`config.mk`:
```
export PLATFORM = sky130hd
export DESIGN_NAME = adder_switch_cfg_seq_flat
export DESIGN_NICKNAME = d
export VERILOG_FILES = /design/src/rtl/adder_switch_cfg_seq_if.sv /design/src/rtl/adder_switch_cfg_seq.sv /design/src/flat_wrapper.sv
export SDC_FILE = /design/constraint.sdc
export NUM_CORES = 1
export LEC_CHECK = 0
export CAP_MARGIN = 20
export CORE_MARGIN = 2
export CORE_UTILIZATION = 65
export DETAILED_ROUTE_END_ITERATION = 10
export PLACE_DENSITY = 0.84
export SYNTH_ARGS = -nofsm -noshare
export SYNTH_HDL_FRONTEND = slang
export SYNTH_SLANG_ARGS = --single-unit
export TNS_END_PERCENT = 10
```
`constraint.sdc`:
```
create_clock -name CLK -period 6.2 [get_ports CLK]
set_input_delay 0.62 -clock CLK [delete_from_list [all_inputs] [get_ports CLK]]
set_output_delay 0.62 -clock CLK [all_outputs]
set_load 0.05 [all_outputs]
```
`src/rtl/adder_switch_cfg_seq_if.sv`:
```
// Bus bundle for the adder-switch configuration sequencer.
// master: the side that writes config, starts runs and applies backpressure.
// slave : the sequencer itself, which drives the adder-switch control outputs.
interface adder_switch_cfg_seq_if #(
    parameter int NUM_AS = 4,
    parameter int SEL_IN = 2,
    parameter int ADDR_W = 4
);
    localparam int ENT_W = NUM_AS * (4 + SEL_IN);

    logic                     i_cfg_wr_en;
    logic [ADDR_W-1:0]        i_cfg_wr_addr;
    logic [ENT_W-1:0]         i_cfg_wr_data;
    logic                     i_start;
    logic [ADDR_W:0]          i_num_folds;
    logic                     i_stall;

    logic                     o_valid;
    logic [NUM_AS-1:0]        o_add_en;
    logic [3*NUM_AS-1:0]      o_cmd;
    logic [SEL_IN*NUM_AS-1:0] o_sel;
    logic [ADDR_W-1:0]        o_fold_idx;
    logic                     o_busy;
    logic                     o_done;
    logic                     o_err;

    modport master (
        output i_cfg_wr_en, i_cfg_wr_addr, i_cfg_wr_data, i_start, i_num_folds, i_stall,
        input  o_valid, o_add_en, o_cmd, o_sel, o_fold_idx, o_busy, o_done, o_err
    );

    modport slave (
        input  i_cfg_wr_en, i_cfg_wr_addr, i_cfg_wr_data, i_start, i_num_folds, i_stall,
        output o_valid, o_add_en, o_cmd, o_sel, o_fold_idx, o_busy, o_done, o_err
    );
endinterface

```
`src/rtl/adder_switch_cfg_seq.sv`:
```
// Configuration sequencer for a row of NUM_AS adder switches.
// A small config memory holds one "fold" per entry; a started run issues
// entries 0..num_folds-1 on unstalled cycles, waits ADD_LAT+1 cycles for the
// adder pipeline to drain and then pulses o_done.
// Optional build macro: AS_CMD_CHECK_EN -- when defined, config writes whose
// per-switch {add_en, cmd} combination is illegal are rejected and flag o_err.
module adder_switch_cfg_seq #(
    parameter int NUM_AS  = 4,
    parameter int SEL_IN  = 2,
    parameter int DEPTH   = 16,
    parameter int ADDR_W  = 4,
    parameter int ADD_LAT = 1
) (
    input  logic                  CLK,
    input  logic                  rst,
    adder_switch_cfg_seq_if.slave bus
);
    localparam int F_W   = 4 + SEL_IN;
    localparam int ENT_W = NUM_AS * F_W;
    localparam int NF_W  = ADDR_W + 1;
    localparam int DRN_W = $clog2(ADD_LAT + 2) + 1;

    typedef enum logic [1:0] {
        S_IDLE  = 2'd0,
        S_ISSUE = 2'd1,
        S_DRAIN = 2'd2,
        S_DONE  = 2'd3
    } state_t;

    state_t                   r_state, w_state_nxt;
    logic [ENT_W-1:0]         r_mem [DEPTH];
    logic [NF_W-1:0]          r_ptr, w_ptr_nxt;
    logic [NF_W-1:0]          r_num_folds, w_num_nxt;
    logic [NF_W-1:0]          w_issue_ptr;
    logic [DRN_W-1:0]         r_drain, w_drain_nxt;
    logic                     r_valid, w_valid_nxt;
    logic [NUM_AS-1:0]        r_add_en, w_add_en_nxt;
    logic [3*NUM_AS-1:0]      r_cmd, w_cmd_nxt;
    logic [SEL_IN*NUM_AS-1:0] r_sel, w_sel_nxt;
    logic [ADDR_W-1:0]        r_fold_idx, w_fold_idx_nxt;
    logic                     r_busy, w_busy_nxt;
    logic                     r_done, w_done_nxt;
    logic                     r_err, w_err_nxt;
    logic                     w_issue;
    logic                     w_mem_we;
    logic                     w_wr_ok;
    logic                     w_start_ok;
    logic                     w_err_set;
    logic                     w_err_clr;
    logic [ENT_W-1:0]         w_entry;

`ifdef AS_CMD_CHECK_EN
    // An entry is legal when no switch uses a reserved command and add_en is
    // only paired with the add command.
    function automatic logic f_entry_ok(input logic [ENT_W-1:0] e);
        logic       ok;
        logic [2:0] c;
        logic       a;
        ok = 1'b1;
        for (int k = 0; k < NUM_AS; k++) begin
            c = e[k*F_W+SEL_IN +: 3];
            a = e[k*F_W+SEL_IN+3];
            if ((c == 3'b110) || (c == 3'b111)) begin
                ok = 1'b0;
            end else if (a && (c != 3'b010)) begin
                ok = 1'b0;
            end else begin
                ok = ok;
            end
        end
        return ok;
    endfunction

    assign w_wr_ok = f_entry_ok(bus.i_cfg_wr_data);
`else
    assign w_wr_ok = 1'b1;
`endif

    assign w_start_ok = (bus.i_num_folds != {NF_W{1'b0}}) &&
                        (bus.i_num_folds <= NF_W'(DEPTH));

    // Next-state, next-output, memory-write and error-flag decisions.
    always_comb begin
        w_state_nxt    = r_state;
        w_ptr_nxt      = r_ptr;
        w_num_nxt      = r_num_folds;
        w_drain_nxt    = r_drain;
        w_valid_nxt    = 1'b0;
        w_add_en_nxt   = r_add_en;
        w_cmd_nxt      = r_cmd;
        w_sel_nxt      = r_sel;
        w_fold_idx_nxt = r_fold_idx;
        w_done_nxt     = 1'b0;
        w_issue        = 1'b0;
        w_issue_ptr    = r_ptr;
        w_mem_we       = 1'b0;
        w_err_set      = 1'b0;
        w_err_clr      = 1'b0;
        w_entry        = {ENT_W{1'b0}};

        // Writes land only in IDLE; anything written while a run is in
        // flight is dropped so the sequence being issued cannot change.
        if (bus.i_cfg_wr_en) begin
            if ((r_state == S_IDLE) && w_wr_ok) begin
                w_mem_we = 1'b1;
            end else begin
                w_err_set = 1'b1;
            end
        end else begin
            w_mem_we = 1'b0;
        end

        case (r_state)
            S_IDLE: begin
                if (bus.i_start) begin
                    if (w_start_ok) begin
                        w_num_nxt   = bus.i_num_folds;
                        w_err_clr   = 1'b1;
                        w_state_nxt = S_ISSUE;
                        w_ptr_nxt   = {NF_W{1'b0}};
                        w_issue_ptr = {NF_W{1'b0}};
                        w_issue     = !bus.i_stall;
                    end else begin
                        w_err_set = 1'b1;
                    end
                end else begin
                    w_state_nxt = S_IDLE;
                end
            end
            S_ISSUE: begin
                w_issue_ptr = r_ptr;
                w_issue     = !bus.i_stall;
            end
            S_DRAIN: begin
                // Counts down unconditionally: the adder pipeline ignores stall.
                w_drain_nxt = r_drain - DRN_W'(1);
                if (r_drain == DRN_W'(1)) begin
                    w_state_nxt = S_DONE;
                end else begin
                    w_state_nxt = S_DRAIN;
                end
            end
            S_DONE: begin
                w_done_nxt  = 1'b1;
                w_state_nxt = S_IDLE;
            end
            default: begin
                w_state_nxt = S_IDLE;
            end
        endcase

        // Issue one entry; memory read here sees the pre-write contents when
        // a write lands on the same edge.
        if (w_issue) begin
            w_entry        = r_mem[w_issue_ptr[ADDR_W-1:0]];
            w_valid_nxt    = 1'b1;
            w_fold_idx_nxt = w_issue_ptr[ADDR_W-1:0];
            w_ptr_nxt      = w_issue_ptr + NF_W'(1);
            for (int k = 0; k < NUM_AS; k++) begin
                w_add_en_nxt[k]               = w_entry[k*F_W+SEL_IN+3];
                w_cmd_nxt[3*k +: 3]           = w_entry[k*F_W+SEL_IN +: 3];
                w_sel_nxt[SEL_IN*k +: SEL_IN] = w_entry[k*F_W +: SEL_IN];
            end
            if (w_issue_ptr == (w_num_nxt - NF_W'(1))) begin
                w_state_nxt = S_DRAIN;
                w_drain_nxt = DRN_W'(ADD_LAT + 1);
            end else begin
                w_state_nxt = S_ISSUE;
            end
        end else begin
            w_valid_nxt = 1'b0;
        end

        // Busy also covers the done-pulse cycle so it falls the cycle after.
        w_busy_nxt = (w_state_nxt != S_IDLE) || (r_state == S_DONE);

        if (w_err_set) begin
            w_err_nxt = 1'b1;
        end else if (w_err_clr) begin
            w_err_nxt = 1'b0;
        end else begin
            w_err_nxt = r_err;
        end
    end

    // State and registered-output update with synchronous reset.
    always_ff @(posedge CLK) begin
        if (rst) begin
            r_state     <= S_IDLE;
            r_ptr       <= {NF_W{1'b0}};
            r_num_folds <= {NF_W{1'b0}};
            r_drain     <= {DRN_W{1'b0}};
            r_valid     <= 1'b0;
            r_add_en    <= {NUM_AS{1'b0}};
            r_cmd       <= {(3*NUM_AS){1'b0}};
            r_sel       <= {(SEL_IN*NUM_AS){1'b0}};
            r_fold_idx  <= {ADDR_W{1'b0}};
            r_busy      <= 1'b0;
            r_done      <= 1'b0;
            r_err       <= 1'b0;
        end else begin
            r_state     <= w_state_nxt;
            r_ptr       <= w_ptr_nxt;
            r_num_folds <= w_num_nxt;
            r_drain     <= w_drain_nxt;
            r_valid     <= w_valid_nxt;
            r_add_en    <= w_add_en_nxt;
            r_cmd       <= w_cmd_nxt;
            r_sel       <= w_sel_nxt;
            r_fold_idx  <= w_fold_idx_nxt;
            r_busy      <= w_busy_nxt;
            r_done      <= w_done_nxt;
            r_err       <= w_err_nxt;
        end
    end

    // Config memory write port; contents survive reset.
    always_ff @(posedge CLK) begin
        if (w_mem_we && !rst) begin
            r_mem[bus.i_cfg_wr_addr] <= bus.i_cfg_wr_data;
        end
    end

    assign bus.o_valid    = r_valid;
    assign bus.o_add_en   = r_add_en;
    assign bus.o_cmd      = r_cmd;
    assign bus.o_sel      = r_sel;
    assign bus.o_fold_idx = r_fold_idx;
    assign bus.o_busy     = r_busy;
    assign bus.o_done     = r_done;
    assign bus.o_err      = r_err;
endmodule

```
`src/flat_wrapper.sv`:
```
// flat-port wrapper written by rule: the top's interface ports become plain ports
module adder_switch_cfg_seq_flat 
#(
    parameter int NUM_AS  = 4,
    parameter int SEL_IN  = 2,
    parameter int DEPTH   = 16,
    parameter int ADDR_W  = 4,
    parameter int ADD_LAT = 1
)
  (CLK, rst, bus_i_cfg_wr_en, bus_i_cfg_wr_addr, bus_i_cfg_wr_data, bus_i_start, bus_i_num_folds, bus_i_stall, bus_o_valid, bus_o_add_en, bus_o_cmd, bus_o_sel, bus_o_fold_idx, bus_o_busy, bus_o_done, bus_o_err);
  adder_switch_cfg_seq_if #(.NUM_AS(NUM_AS), .SEL_IN(SEL_IN), .ADDR_W(ADDR_W)) bus_i ();
  input  logic CLK;
  input  logic rst;
  input wire logic [$bits(bus_i.i_cfg_wr_en)-1:0] bus_i_cfg_wr_en;
  input wire logic [$bits(bus_i.i_cfg_wr_addr)-1:0] bus_i_cfg_wr_addr;
  input wire logic [$bits(bus_i.i_cfg_wr_data)-1:0] bus_i_cfg_wr_data;
  input wire logic [$bits(bus_i.i_start)-1:0] bus_i_start;
  input wire logic [$bits(bus_i.i_num_folds)-1:0] bus_i_num_folds;
  input wire logic [$bits(bus_i.i_stall)-1:0] bus_i_stall;
  output wire logic [$bits(bus_i.o_valid)-1:0] bus_o_valid;
  output wire logic [$bits(bus_i.o_add_en)-1:0] bus_o_add_en;
  output wire logic [$bits(bus_i.o_cmd)-1:0] bus_o_cmd;
  output wire logic [$bits(bus_i.o_sel)-1:0] bus_o_sel;
  output wire logic [$bits(bus_i.o_fold_idx)-1:0] bus_o_fold_idx;
  output wire logic [$bits(bus_i.o_busy)-1:0] bus_o_busy;
  output wire logic [$bits(bus_i.o_done)-1:0] bus_o_done;
  output wire logic [$bits(bus_i.o_err)-1:0] bus_o_err;
  assign bus_i.i_cfg_wr_en = bus_i_cfg_wr_en;
  assign bus_i.i_cfg_wr_addr = bus_i_cfg_wr_addr;
  assign bus_i.i_cfg_wr_data = bus_i_cfg_wr_data;
  assign bus_i.i_start = bus_i_start;
  assign bus_i.i_num_folds = bus_i_num_folds;
  assign bus_i.i_stall = bus_i_stall;
  assign bus_o_valid = bus_i.o_valid;
  assign bus_o_add_en = bus_i.o_add_en;
  assign bus_o_cmd = bus_i.o_cmd;
  assign bus_o_sel = bus_i.o_sel;
  assign bus_o_fold_idx = bus_i.o_fold_idx;
  assign bus_o_busy = bus_i.o_busy;
  assign bus_o_done = bus_i.o_done;
  assign bus_o_err = bus_i.o_err;
  adder_switch_cfg_seq #(.NUM_AS(NUM_AS), .SEL_IN(SEL_IN), .DEPTH(DEPTH), .ADDR_W(ADDR_W), .ADD_LAT(ADD_LAT)) u_core (.CLK(CLK), .rst(rst), .bus(bus_i));
endmodule
```
* Yosys cells after proc, flatten, opt, wreduce, memory -nomap -nowiden
Memories as Yosys holds them, arrays and structs flattened. A register that Yosys moved wholly into a read port is not among the register bits. Cells that the tools add are included.
Operators by class: $add $sub $neg 3, order comparisons 1, eq/ne operators 5, muxes and demuxes 35, reductions and logical operators 9
Operator list (number):
- $mux W5 | 7
- $mux W1 | 19
- $mux W3 | 3
- $mux W2 | 4
- $pmux W2 S3 | 1
- $add A5 B1 Y5 const B | 1
- $eq A5 B5 Y1 | 1
- $le A5 B5 Y1 const B | 1
- $reduce_bool A5 Y1 | 1
- $sub A5 B1 Y5 const B | 1
- $eq A2 B2 Y1 const B | 2
- $reduce_bool A2 Y1 | 2
- $eq A3 B1 Y1 const B | 1
- $sub A3 B1 Y3 const B | 1
- $eq A2 B1 Y1 const B | 1
- $logic_and A1 B1 Y1 | 2
- $logic_not A1 Y1 | 2
- $logic_not A2 Y1 | 1
- $pmux W1 S2 | 1
- $logic_or A1 B1 Y1 | 1
Word-level totals: register bits 23, RAM bits 384, input bits 38, output and inout bits 32, memories 1
Memories:
- u_core.r_mem | words 16, width 24, rd ports 1, clocked after Yosys merged registers in 1, wr ports 1, RTL line adder_switch_cfg_seq.sv:31 | logic [ENT_W-1:0] r_mem [DEPTH];

* Depth between registers and ports, before layout
word-level depth 11, depth in mapped cells 12

* Worst setup path before layout
OpenSTA, ideal clock, no wires.
path kind input-to-reg, from input port bus_i_num_folds[4], to register u_core.r_state[0], library setup time 0.086 ns, arrival 3.649 ns, path slack 2.464 ns, stages 12, buffers on the path 2, cell sequence buf_2 > nor4bb_1 > mux2_2 > buf_1 > mux2i_1 > ha_1 > or3b_2 > or3_1 > a21oi_1 > a211oi_1 > o2111a_1 > a221oi_2
On the way: longest elaborated chain between the ends 9
RTL lines:
- start: declaration | RTL line flat_wrapper.sv:18 | input wire logic [$bits(bus_i.i_num_folds)-1:0] bus_i_num_folds;
- $le A5 B5 Y1 / $reduce_bool A5 Y1 (equally long branches) | RTL line adder_switch_cfg_seq.sv:80, adder_switch_cfg_seq.sv:79
- $logic_and A1 B1 Y1 | RTL line adder_switch_cfg_seq.sv:79 | assign w_start_ok = (bus.i_num_folds != {NF_W{1'b0}}) &&
- $mux W5 | RTL line adder_switch_cfg_seq.sv:116 | if (w_start_ok) begin
- $mux W5 | RTL line adder_switch_cfg_seq.sv:115 | if (bus.i_start) begin
- $mux W5 | RTL line adder_switch_cfg_seq.sv:113 | case (r_state)
- $sub A5 B1 Y5 | RTL line adder_switch_cfg_seq.sv:164 | if (w_issue_ptr == (w_num_nxt - NF_W'(1))) begin
- $eq A5 B5 Y1 | RTL line adder_switch_cfg_seq.sv:164
- $mux W2 | RTL line adder_switch_cfg_seq.sv:164
- $mux W2 * | RTL line adder_switch_cfg_seq.sv:154 | if (w_issue) begin
- end signal: assignment | RTL line adder_switch_cfg_seq.sv:202 | r_state <= w_state_nxt;
- end: declaration | RTL line adder_switch_cfg_seq.sv:30 | state_t r_state, w_state_nxt;
Every way passes the cells marked *; elsewhere a longest branch is shown, timed or not. A chain may end at the register's enable or synchronous reset.

* Final worst setup path
from input port bus_i_num_folds[4], to register u_core.r_drain[0]
On the way: longest elaborated chain between the ends 9
RTL lines:
- $le A5 B5 Y1 / $reduce_bool A5 Y1 (equally long branches) | RTL line adder_switch_cfg_seq.sv:80, adder_switch_cfg_seq.sv:79
- $logic_and A1 B1 Y1 | RTL line adder_switch_cfg_seq.sv:79
- $mux W5 | RTL line adder_switch_cfg_seq.sv:116
- $mux W5 | RTL line adder_switch_cfg_seq.sv:115
- $mux W5 | RTL line adder_switch_cfg_seq.sv:113
- $sub A5 B1 Y5 | RTL line adder_switch_cfg_seq.sv:164
- $eq A5 B5 Y1 | RTL line adder_switch_cfg_seq.sv:164
- $mux W3 | RTL line adder_switch_cfg_seq.sv:164
- $mux W3 * | RTL line adder_switch_cfg_seq.sv:154
- end signal: assignment | RTL line adder_switch_cfg_seq.sv:192 | r_drain <= {DRN_W{1'b0}};
- end signal: assignment | RTL line adder_switch_cfg_seq.sv:205 | r_drain <= w_drain_nxt;
- end: declaration | RTL line adder_switch_cfg_seq.sv:35 | logic [DRN_W-1:0] r_drain, w_drain_nxt;
Marks and branches as above.

==> insert_results.sql <==
INSERT INTO impl_metrics (metric_group, metric, value, unit) VALUES
('yosys', 'fraction_of_synthesis_flops_using_an_asynchronous_set_or_reset_pin', '0', '%'),
('yosys', 'cells_taking_the_most_area_after_synthesis', 'sky130_fd_sc_hd__edfxtp_1 67%, sky130_fd_sc_hd__dfxtp_1 5.5%, sky130_fd_sc_hd__o211ai_1 3.2%, sky130_fd_sc_hd__mux2_2 3.0%, sky130_fd_sc_hd__o221ai_1 2.5%', ''),
('setup_path', 'arrival', '4.80', 'ns'),
('placed_design', 'dpl.hpwl', '23.6', 'mm'),
('detailed_routing', 'num_vias', '11183', ''),
('finish', 'fraction_of_layout_instances_using_a_drive_strength_above_1', '13.5', '%'),
('flow_run', 'maxCapViolCount', '0', ''),
('timing', 'slew_violations', '0', ''),
('timing', 'timing.max_slew.rel_slack', '23.5', '%'),
('die', 'die_height', '166', 'microns'),
('yosys', 'post_synth_net_total', '1198', ''),
('yosys', 'synth_area_leader_cell', 'sky130_fd_sc_hd__edfxtp_1', ''),
('yosys', 'synth_area_per_cell', '14.8', 'sq um'),
('yosys', 'synthMostInstantiatedCell', 'sky130_fd_sc_hd__edfxtp_1', ''),
('detailed_routing', 'final_antenna_net_count', '0', ''),
('yosys', 'synth_cell_type_count', '53', ''),
('timing', 'final_period_util', '70.5', '%'),
('placed_design', 'gp_congestion', '0.844', ''),
('clock_tree', 'tritoncts.num_buffers', '42', ''),
('setup_path', 'timing.critical_path.from_type', 'input pin', ''),
('global_routing', 'grt_pass1_vias', '11115', ''),
('global_routing', 'grt_max_degree', '73', ''),
('yosys', 'netlist_area_before_placement', '17200', 'sq um'),
('global_routing', 'grt_pass1_wl', '64.6', 'mm'),
('timing', 'achievable-frequency', '229', 'MHz'),
('detailed_routing', 'wl_per_cell', '27.2', 'microns'),
('yosys', 'yosysSeqAreaShare', '72.7', '%'),
('timing', 'fin_crit', '4.37', 'ns'),
('detailed_routing', 'wl', '43.1', 'mm'),
('die', 'core.rowCount', '59', ''),
('global_routing', 'initial_antenna_violation_count', '0', ''),
('yosys', 'synth-adder-area-share', '0.292', '%'),
('finish', 'net_count_reported_at_finish', '1257', ''),
('run_status', 'outcome', 'finished clean', ''),
('detailed_routing', 'dr.first_iter.drc_count', '1543', ''),
('detailed_routing', 'drt-pass1-iter-count', '6', ''),
('yosys', 'synth_compound_gate_area_share', '13.3', '%'),
('clock_tree', 'clock_sinks', '431', ''),
('setup_path', 'critical_path_capture_point_type', 'register', ''),
('die', 'dieArea', '27700', 'sq um'),
('power', 'leakage_power', '0.00600', 'uW'),
('finish', 'area.growth.synth_to_final', '14.0', '%'),
('clock_tree', 'post_cts_hold_fix_bufs', '0', ''),
('yosys', 'synth-edff-count', '384', ''),
('yosys', 'synthesis.yosys.warnings', '0', ''),
('timing', 'finalSetupViolCount', '0', ''),
('yosys', 'synth-xor-area-share', '0.613', '%'),
('global_routing', 'global_route.overflow_total', '0', ''),
('clock_tree', 'ctsLongestPathBuffers', '3', ''),
('clock_tree', 'cts_tree', 'yes', ''),
('timing', 'setup-tns-final', '0', 'ns'),
('yosys', 'ys_seq_elements', '431', ''),
('detailed_routing', 'post_drt_via_cell_ratio', '7.06', ''),
('clock_tree', 'clkTransAtPathRegs', '0.06', 'ns'),
('power', 'power_density_normalized_to_cell_area', '309', 'nW/um^2'),
('finish', 'share_of_the_core_filled_with_cells_in_the_final_layout', '75.3', '%'),
('timing', 'max_slew.worst_pin.slew', '1.14', 'ns'),
('yosys', 'synth_common_cells', '384 x sky130_fd_sc_hd__edfxtp_1, 93 x sky130_fd_sc_hd__nor2_1, 72 x sky130_fd_sc_hd__o211ai_1, 65 x sky130_fd_sc_hd__clkbuf_1, 59 x sky130_fd_sc_hd__a21oi_1', ''),
('yosys', 'synth.area.mux_share', '4.94', '%'),
('setup_path', 'timing.critical_path.required', '6.63', 'ns'),
('timing', 'final_hold_viol_count', '0', ''),
('die', 'io_pins', '70', ''),
('yosys', 'synth_largest_type_area_fraction', '67.2', '%'),
('power', 'vdd_ir_drop_max', '0.248', 'mV'),
('clock_tree', 'clk_latency', '0.54', 'ns'),
('die', 'floorplan.initialDensity', '66.0', '%'),
('clock_tree', 'clock-root-buffer', 'sky130_fd_sc_hd__clkbuf_16', ''),
('die', 'fp.coreArea', '26000', 'sq um'),
('setup_path', 'critical_path_class', 'input pin to register', ''),
('die', 'chipWidth', '166', 'microns'),
('placed_design', 'io_buffers', '69', '');
cell usage in the layout (no fill, tap or decap), types with 4 or more instances in the layout:
cell and count:
sky130_fd_sc_hd__nor3_2 4, sky130_fd_sc_hd__ha_1 4, sky130_fd_sc_hd__nor3_1 6, sky130_fd_sc_hd__o22ai_1 21
sky130_fd_sc_hd__xnor2_1 6, sky130_fd_sc_hd__o32a_1 20, sky130_fd_sc_hd__clkbuf_16 43, sky130_fd_sc_hd__clkinv_2 7
sky130_fd_sc_hd__a21oi_1 59, sky130_fd_sc_hd__o21ai_0 56, sky130_fd_sc_hd__clkbuf_1 18, sky130_fd_sc_hd__o211ai_1 72
sky130_fd_sc_hd__a22oi_1 5, sky130_fd_sc_hd__buf_4 31, sky130_fd_sc_hd__edfxtp_1 384, sky130_fd_sc_hd__nor2_2 12
sky130_fd_sc_hd__a311oi_1 24, sky130_fd_sc_hd__clkdlybuf4s50_1 68, sky130_fd_sc_hd__nand2_1 26, sky130_fd_sc_hd__clkbuf_8 4
sky130_fd_sc_hd__mux2i_1 32, sky130_fd_sc_hd__dfxtp_1 44, sky130_fd_sc_hd__mux2_2 46, sky130_fd_sc_hd__inv_1 5
sky130_fd_sc_hd__nor2_1 80, sky130_fd_sc_hd__nand3_1 30, sky130_fd_sc_hd__xor2_1 6, sky130_fd_sc_hd__nand2b_1 27
sky130_fd_sc_hd__o221ai_1 48
cells by family after synthesis:
kind of cell | Yosys count
simple gates | 212
buf+inv | 93
compound gates | 325
xor+xnor | 12
mux | 79
fa+ha+maj | 4
flops | 431
power breakdown:
part / switching, uW / internal, uW
Sequential: 40.0 / 3190
Combinational: 271 / 128
Clock: 1040 / 1380
Total: 1350 / 4700
critical path: stages:
cell and delay [ns]:
sky130_fd_sc_hd__clkdlybuf4s50_1 0.66, sky130_fd_sc_hd__nor4bb_1 0.70, sky130_fd_sc_hd__mux2_2 0.68, sky130_fd_sc_hd__mux2i_1 0.32
sky130_fd_sc_hd__ha_1 0.25, sky130_fd_sc_hd__or3b_2 0.50, sky130_fd_sc_hd__or3_1 0.36, sky130_fd_sc_hd__a21oi_1 0.18
sky130_fd_sc_hd__a211oi_1 0.10, sky130_fd_sc_hd__o2111a_1 0.20, sky130_fd_sc_hd__a211oi_1 0.25
final cells by class:
type	count	area [sq um]
clock inverter	12	90.1
multi-input combinational	632	4390
fill	1453	6420
inverter	6	22.5
timing repair buffer	102	957
sequential	431	12500
clock buffer	65	1200
tap	335	419
sequential cells by signal (all words and copies together), names as in the netlist:
signal                 count
u_core.bus.o_sel           8
u_core.r_drain             3
u_core.bus.o_add_en        4
u_core.bus.o_done          1
u_core.r_mem             384
u_core.r_ptr               5
u_core.bus.o_cmd          12
u_core.bus.o_busy          1
u_core.bus.o_valid         1
u_core.r_state             2
u_core.bus.o_fold_idx      4
u_core.r_num_folds         5
u_core.bus.o_err           1
metal layers:
layer	vias to the layer above	track usage, %	wire (microns)
met3	134	6.56	4980
li1	4722	-	-
met4	0	14.4	1730
met1	5477	40.8	15600
met5	-	0	0
met2	850	49.5	20700
metrics by stage:
step / setup WS (ns) / instances / cell area, sq um / total power (uW)
6_report: 1.83 / 1583 / 19600 / 6050
3_3_place_gp: 1.62 / 1503 / 18200 / 3660
4_1_cts: 1.90 / 1582 / 19600 / 6040
2_1_floorplan: 2.46 / 1156 / 17200 / 3510
5_1_grt: 1.65 / 1583 / 19600 / 6170
3_5_place_dp: 1.39 / 1505 / 18300 / 3680
worst paths after layout:
check	startpoint	endpoint	slack (ns)	cells after the start
worst min register to register	u_core.bus.o_fold_idx[3]$_SDFFE_PP0P_	u_core.bus.o_fold_idx[3]$_SDFFE_PP0P_	0.46	2
worst max register to register	u_core.r_state[0]$_SDFF_PP0_	u_core.r_drain[0]$_SDFF_PP0_	2.19	10
worst max-delay path	bus_i_num_folds[4]	u_core.r_drain[0]$_SDFF_PP0_	1.83	11
worst min-delay path	u_core.bus.o_fold_idx[3]$_SDFFE_PP0P_	u_core.bus.o_fold_idx[3]$_SDFFE_PP0P_	0.46	2
Power figures use the tool's default switching activity.
